### src/rtl/uart_tx.sv
// UART transmitter: 8N1 framing fed by a small circular-buffer FIFO.
// tx is a flop; back-to-back frames start on the same edge the previous stop bit ends.
module uart_tx #(
  parameter int DELAY_FRAMES = 234,
  parameter int FIFO_DEPTH   = 4
) (
  input  logic       clk,
  input  logic       rst_n,
  input  logic       dataValid,
  input  logic [7:0] dataOut,
  output logic       dataReady,
  output logic       tx,
  output logic       txBusy,
  output logic [4:0] fifoCount
);

  localparam int CNT_W = $clog2(DELAY_FRAMES) + 1;
  localparam int PTR_W = (FIFO_DEPTH > 1) ? $clog2(FIFO_DEPTH) : 1;
  localparam logic [CNT_W-1:0] BAUD_LAST = CNT_W'(DELAY_FRAMES - 1);
  localparam logic [4:0] DEPTH_CNT = 5'(FIFO_DEPTH);

  localparam logic [1:0] IDLE      = 2'd0;
  localparam logic [1:0] START_BIT = 2'd1;
  localparam logic [1:0] DATA_BITS = 2'd2;
  localparam logic [1:0] STOP_BIT  = 2'd3;

  logic [7:0]       fifoMem [FIFO_DEPTH];
  logic [PTR_W-1:0] wrPtrReg;
  logic [PTR_W-1:0] rdPtrReg;
  logic [4:0]       countReg;

  logic [1:0]       stateReg;
  logic [CNT_W-1:0] baudCntReg;
  logic [2:0]       bitIdxReg;
  logic [7:0]       shiftReg;
  logic             txReg;

  logic fifoFull;
  logic fifoEmpty;
  logic baudDone;
  logic push;
  logic pop;

  assign fifoFull  = (countReg == DEPTH_CNT);
  assign fifoEmpty = (countReg == 5'd0);
  assign baudDone  = (baudCntReg == BAUD_LAST);
  // A full FIFO refuses writes even if a pop frees a slot on the same edge.
  assign push      = dataValid && !fifoFull;
  assign pop       = !fifoEmpty && ((stateReg == IDLE) || ((stateReg == STOP_BIT) && baudDone));

  // Storage carries no reset so it maps onto RAM; validity lives in the pointers.
  always_ff @(posedge clk) begin
    if (push) begin
      fifoMem[wrPtrReg] <= dataOut;
    end
  end

  always_ff @(posedge clk or negedge rst_n) begin
    if (!rst_n) begin
      wrPtrReg <= '0;
      rdPtrReg <= '0;
      countReg <= '0;
    end else begin
      if (push) begin
        wrPtrReg <= wrPtrReg + PTR_W'(1);
      end
      if (pop) begin
        rdPtrReg <= rdPtrReg + PTR_W'(1);
      end
      countReg <= countReg + 5'(push) - 5'(pop);
    end
  end

  always_ff @(posedge clk or negedge rst_n) begin
    if (!rst_n) begin
      stateReg   <= IDLE;
      baudCntReg <= '0;
      bitIdxReg  <= '0;
      shiftReg   <= '0;
      txReg      <= 1'b1;
    end else begin
      case (stateReg)
        IDLE: begin
          txReg <= 1'b1;
          if (pop) begin
            shiftReg   <= fifoMem[rdPtrReg];
            txReg      <= 1'b0;
            baudCntReg <= '0;
            stateReg   <= START_BIT;
          end
        end
        START_BIT: begin
          if (baudDone) begin
            baudCntReg <= '0;
            bitIdxReg  <= '0;
            txReg      <= shiftReg[0];
            stateReg   <= DATA_BITS;
          end else begin
            baudCntReg <= baudCntReg + CNT_W'(1);
          end
        end
        DATA_BITS: begin
          if (baudDone) begin
            baudCntReg <= '0;
            if (bitIdxReg == 3'd7) begin
              txReg    <= 1'b1;
              stateReg <= STOP_BIT;
            end else begin
              // shiftReg[1] is the bit that becomes the LSB after this shift
              shiftReg  <= {1'b0, shiftReg[7:1]};
              txReg     <= shiftReg[1];
              bitIdxReg <= bitIdxReg + 3'd1;
            end
          end else begin
            baudCntReg <= baudCntReg + CNT_W'(1);
          end
        end
        STOP_BIT: begin
          if (baudDone) begin
            baudCntReg <= '0;
            if (pop) begin
              shiftReg <= fifoMem[rdPtrReg];
              txReg    <= 1'b0;
              stateReg <= START_BIT;
            end else begin
              stateReg <= IDLE;
            end
          end else begin
            baudCntReg <= baudCntReg + CNT_W'(1);
          end
        end
        default: begin
          stateReg <= IDLE;
          txReg    <= 1'b1;
        end
      endcase
    end
  end

  assign tx        = txReg;
  assign txBusy    = (stateReg != IDLE) || !fifoEmpty;
  assign dataReady = !fifoFull;
  assign fifoCount = countReg;

endmodule

### config.mk
export PLATFORM = sky130hd
export DESIGN_NAME = uart_tx
export DESIGN_NICKNAME = d
export VERILOG_FILES = /design/src/rtl/uart_tx.sv
export SDC_FILE = /design/constraint.sdc
export NUM_CORES = 1
export LEC_CHECK = 0
export BUFFER_PORTS_ARGS = -buffer_cell sky130_fd_sc_hd__buf_2
export CORE_UTILIZATION = 50
export CTS_CLUSTER_SIZE = 12
export DETAILED_ROUTE_END_ITERATION = 7
export PLACE_DENSITY = 0.72
export SYNTH_ARGS = -nofsm -noshare
export SYNTH_HDL_FRONTEND = slang
export SYNTH_SLANG_ARGS = --single-unit
export TNS_END_PERCENT = 100
### constraint.sdc
create_clock -name clk -period 4 [get_ports clk]
set_clock_uncertainty 0.2 [all_clocks]
set_input_delay 0.6 -clock clk [delete_from_list [all_inputs] [get_ports clk]]
set_output_delay 0.6 -clock clk [all_outputs]
set_load 0.005 [all_outputs]
# == Word level (Yosys, flattened, before mapping) ==
# Memories as Yosys holds them, arrays and structs flattened.
# Index checks and enable logic that the tools add are counted.
# Widths: inputs -> output; s select.
# totals
mem_bits_rw,32
input_bits,11
memories,1
output_inout_bits,8
wordCells,73
regBits,32
# op_classes
n_mux,28
eq_ne,13
reduce_logical,17
add_sub_neg,6
# memory_table
name,depth,word_bits,read_ports,rd_ports_with_merged_regs,wr,line_no,rtl
fifoMem,4,8,1,0,1,27,logic [7:0] fifoMem [FIFO_DEPTH];
# ops
op,n
$mux 8,4
$pmux 8 s3,1
$mux 9,2
$pmux 9 s2,1
$ne 2x2->1 const B,7
$reduce_and 4->1,3
$mux 2,5
$add 9x1->9 const B,1
$eq 9x8->1 const B,1
$mux 1,9
$mux 3,3
$pmux 2 s4,1
$pmux 3 s2,1
$add 5x1->5,1
$eq 5x3->1 const B,1
$logic_not 5->1,1
$reduce_and 5->1,1
$sub 5x1->5,1
$add 2x1->2 const B,2
$eq 2x2->1 const B,2
$pmux 1 s4,1
$reduce_bool 2->1,2
$add 3x1->3 const B,1
$eq 3x3->1 const B,1
other kinds (7),11

# == Logic depth before layout (Yosys ltp) ==
# logic_depth
ltp_word,7
depth_mapped,15
ltp_nobuf,15

# == Least setup slack after synthesis ==
# OpenSTA, ideal clock, no wires.
# synth_timing
path_kind,flip-flop to flip-flop
startpoint,reg baudCntReg[4]
endpoint,"reg countReg[4], in the netlist fifoCount[4]"
required_time_ns,3.675
setup_time_ns,0.125
stages_incl_launch_ff,14
period_less_slack_ns,2.902
path_buffers,0
arrival_time_ns,2.577
path_slack_ns,1.098
cell_sequence,dfrtp_1 -> or4b_4 -> nor2_4 -> o2bb2ai_4 -> ha_1 -> inv_1 -> ha_1 -> inv_1 -> fa_1 -> inv_1 -> a21oi_1 -> nor2_1 -> nor2_1 -> xnor2_1
# synth_between
elab_chain_cells,5
# synth_rtl
element,line_no,rtl
"start, declared",33,logic [CNT_W-1:0] baudCntReg;
"start signal, assigned",99,baudCntReg <= baudCntReg + CNT_W'(1);
"start signal, assigned",115,baudCntReg <= baudCntReg + CNT_W'(1);
"start signal, assigned",129,baudCntReg <= baudCntReg + CNT_W'(1);
$eq 9x8->1,46,assign baudDone = (baudCntReg == BAUD_LAST);
$logic_and 1x1->1,49,assign pop = !fifoEmpty && ((stateReg == IDLE) || ((stateReg == STOP_BIT) && baudDone));
$logic_or 1x1->1,49,
$logic_and 1x1->1,49,
via pop,42,logic pop;
$sub 5x1->5,70,countReg <= countReg + 5'(push) - 5'(pop);
"end signal, assigned",70,
"end, declared",30,logic [4:0] countReg;
# The timed path passes the listed nets, and every way through them passes these cells.
# A chain may end at the register's enable or synchronous reset.

# == Worst setup path after layout ==
# Ends and elaborated chain as after synthesis.

==> flow_metrics.env <==
export IMPL_clkPwrFrac=0.318
export IMPL_r2r_slack_ns=0.85
export IMPL_dpl_hpwl_mm=3.765
export IMPL_synth_top_family_by_area="compound AO/OA/AOI/OAI gates"
export IMPL_viasPerCell=5.551
export IMPL_register_area_sq_um=1763
export IMPL_setup_tns_ns=0
export IMPL_grt_total_usage=0.1867
export IMPL_yosysSeqAreaShare=0.5605
export IMPL_routed_wl_mm=5.336
export IMPL_drc=0
export IMPL_cts_buffer_depth=2
export IMPL_clk_latency_ns=0.34
export IMPL_cts_sinks=64
export IMPL_cts_buffers=9
export IMPL_synth_cell_type_count=49
export IMPL_relSlewSlack=0.3325
export IMPL_synth_edf_count=32
export IMPL_grt_pass1_vias=1894
export IMPL_initial_utilization=0.5251
export IMPL_outcome="complete, no violations"
export IMPL_reg2reg_depth=13
export IMPL_post_cts_resized=0
export IMPL_numPortBuffers=18
export IMPL_fin_ws_ns=0.8493
export IMPL_grt_remaining_overflow=0
export IMPL_ant_nets=0
export IMPL_dieArea_sq_um=6612
export IMPL_synth_ff_type="edfxtp_1"
export IMPL_yosysMostFrequentCell="edfxtp_1"
export IMPL_cts_setup_buffers=0
export IMPL_rsz0062_at_grt="no"
export IMPL_cp_max_fo=8
export IMPL_coreArea_sq_um=5991
export IMPL_synth_simple_area_share=0.1110
export IMPL_synth_fp_nets=272
export IMPL_crit_required_ns=4.01
export IMPL_hold_viol_final=0
export IMPL_worstMarginPinSlew_ns=0.9874
export IMPL_first_iter_violations=198
export IMPL_drive_above_1_share=0.2037
export IMPL_setup_violations=0
export IMPL_endpoint_kind="flop"
export IMPL_p_int_w=0.001254
export IMPL_yosysTopAreaCellShare=0.3055
export IMPL_p_leak_nw=1.482
export IMPL_max_freq_mhz=317.4
export IMPL_synthArstFlopShare=0.5000
export IMPL_slew_viol_final=0
export IMPL_drt_pre_antenna_iters=4
export IMPL_cap_violations=0
export IMPL_h_tree_depth=3
export IMPL_synth_top_area_cell="edfxtp_1"
export IMPL_holdBufCountCts=0
export IMPL_synth_compound_area_frac=0.1146
export IMPL_rows=28
export IMPL_grt_pass1_wl_mm=8.928
export IMPL_place_ws_ns=0.8659
export IMPL_ios=19
export IMPL_cts_root_buf="clkbuf_8"
export IMPL_cts_tree="done"
export IMPL_clk_pin_slew_ns=0.08
export IMPL_die_height_um=81.32
export IMPL_p_seq_frac=0.487
export IMPL_ir_drop_mv=0.3230
export IMPL_synth_area_top_cells="edfxtp_1 31%, dfrtp_1 25%, ha_1 7.6%, mux4_2 5.7%, inv_1 3.5%"
export IMPL_ys_top_cells_by_count="32 x edfxtp_1, 31 x dfrtp_1, 29 x inv_1"
export IMPL_final_nets=296
export IMPL_p_per_area_nw_per_um2=505.1
export IMPL_multi_input_area_sq_um=1249
export IMPL_synthMuxAreaShare=0.06444
export IMPL_hold_path_class="primary input to asynchronous set/reset pin"
export IMPL_power_switching_w=0.0005191
export IMPL_synth_warnings=0
export IMPL_finalCriticalPeriod_ns=3.151
export IMPL_synth_fa_ha_area_frac=0.08194
export IMPL_ys_seq_elements=64
export IMPL_combPwrFrac=0.195
export IMPL_wl_per_cell_um=15.47
export IMPL_switching_share=0.2927
export IMPL_synthCells=241
export IMPL_antennaDiodeCount=0
export IMPL_gp_congestion=0.8035
export IMPL_fill_cells=478
export IMPL_grt_max_degree=33
export IMPL_synth_xor_area_frac=0.02506
export IMPL_synth_area_per_cell_sq_um=13.05
export IMPL_die_w_um=81.32
export IMPL_cp_arrival_ns=3.16
export IMPL_syn_to_final_growth_pct=11.62
export IMPL_synth_area_sq_um=3146
export IMPL_vias=1915
export IMPL_crit_type="flop to flop"
export IMPL_period_share=0.7877
export IMPL_startpoint_type="flop"
export IMPL_antenna_found_initial=0
==> routing by layer <==
layer | vias up | wire (um) | global-route usage | part of all wire
li1 | 933 | - | - | -
met1 | 948 | 2518 | 0.2426 | 0.47
met2 | 26 | 2607 | 0.2958 | 0.49
met3 | 8 | 124 | 0.05056 | 0.023
met4 | 0 | 85 | 0.07500 | 0.016
met5 | - | 0 | 0 | 0
==> registers in the layout, summed over array words and instances, names as in the netlist <==
| register | cells |
|---|---|
| fifoCount | 5 |
| rdPtrReg | 2 |
| tx | 1 |
| bitIdxReg | 3 |
| fifoMem | 32 |
| shiftReg | 8 |
| stateReg | 2 |
| baudCntReg | 9 |
| wrPtrReg | 2 |
==> logic make-up (layout without fill, tap and decap cells) <==
group,after synthesis,in the layout
compound gates,48,48
xor+xnor,9,9
fa+ha+maj,20,20
buf+inv,35,64
flops,64,64
mux,10,10
simple gates,55,55
==> power by group through the flow <==
| stage | Clock, W | Combinational [W] | Sequential [W] |
|---|---|---|---|
| final | 0.000564 | 0.000346 | 0.000863 |
| after floorplan | 0 | 0.000241 | 0.000869 |
| after global placement | 0 | 0.000336 | 0.000874 |
| after CTS | 0.000576 | 0.000357 | 0.000865 |
| after global routing | 0.000602 | 0.000400 | 0.000874 |
| after detailed placement | 0 | 0.000355 | 0.000879 |
==> placed cells by master (no fill, tap or decap), types with 2 or more instances in the layout <==
master / synthesis / layout
and2_1: 2 / 2
o21ai_0: 13 / 13
xor2_1: 2 / 2
mux4_2: 8 / 8
clkinvlp_4: 0 / 3
buf_2: 2 / 18
nand2_1: 14 / 14
nor3_1: 3 / 3
and3_1: 10 / 10
ha_1: 19 / 19
xnor2_1: 7 / 7
inv_6: 0 / 2
nand3_1: 2 / 2
a2bb2oi_1: 2 / 2
nor2_1: 8 / 8
nor3b_1: 3 / 3
a222oi_1: 6 / 6
a21oi_1: 9 / 9
clkbuf_8: 0 / 9
a22o_1: 4 / 4
inv_1: 29 / 29
nor4b_4: 2 / 2
dfrtp_1: 31 / 31
a21o_1: 4 / 4
edfxtp_1: 32 / 32
==> layout make-up <==
type                       count  area share
timing repair buffer          18     0.02566
sequential                    64      0.5021
multi-input combinational    142      0.3557
tap                           75     0.02673
inverter                      30     0.03207
clock buffer                   9     0.03528
clock inverter                 7     0.02245
==> critical path, cell delays in order (launching register included) <==
cell and delay [ns]:
dfrtp_1 0.45, or4b_4 0.59, nor2_4 0.19, o2bb2ai_4 0.21, ha_1 0.30, inv_1 0.07
ha_1 0.16, inv_1 0.06, fa_1 0.40, inv_1 0.07, a21oi_1 0.06, nor2_1 0.08
nor2_1 0.05, xnor2_1 0.13
==> path summary, 6_finish.rpt <==
check | start | end
max in group asynchronous | rst_n | fifoCount[4]
worst max-delay path | baudCntReg[4] | fifoCount[4]
worst min-delay path | rst_n | baudCntReg[0]
worst max register to register | baudCntReg[4] | fifoCount[4]
worst min register to register | shiftReg[7] | shiftReg[7]
min in group clk | dataOut[0] | fifoMem[1][0]
==> stage by stage <==
stage                     hold WS (ns)  cells    util  cell area, sq um  power, W
after floorplan                 0.1044    241       -              3146  0.001110
after global placement          0.2923    329  0.5522              3308  0.001210
after detailed placement        0.3124    329  0.5522              3308  0.001233
after CTS                       0.1356    345  0.5860              3511  0.001797
after global routing            0.1660    345  0.5860              3511  0.001876
final                           0.1044    345  0.5860              3511  0.001773
Note: power is estimated with default switching activity, not from simulation.
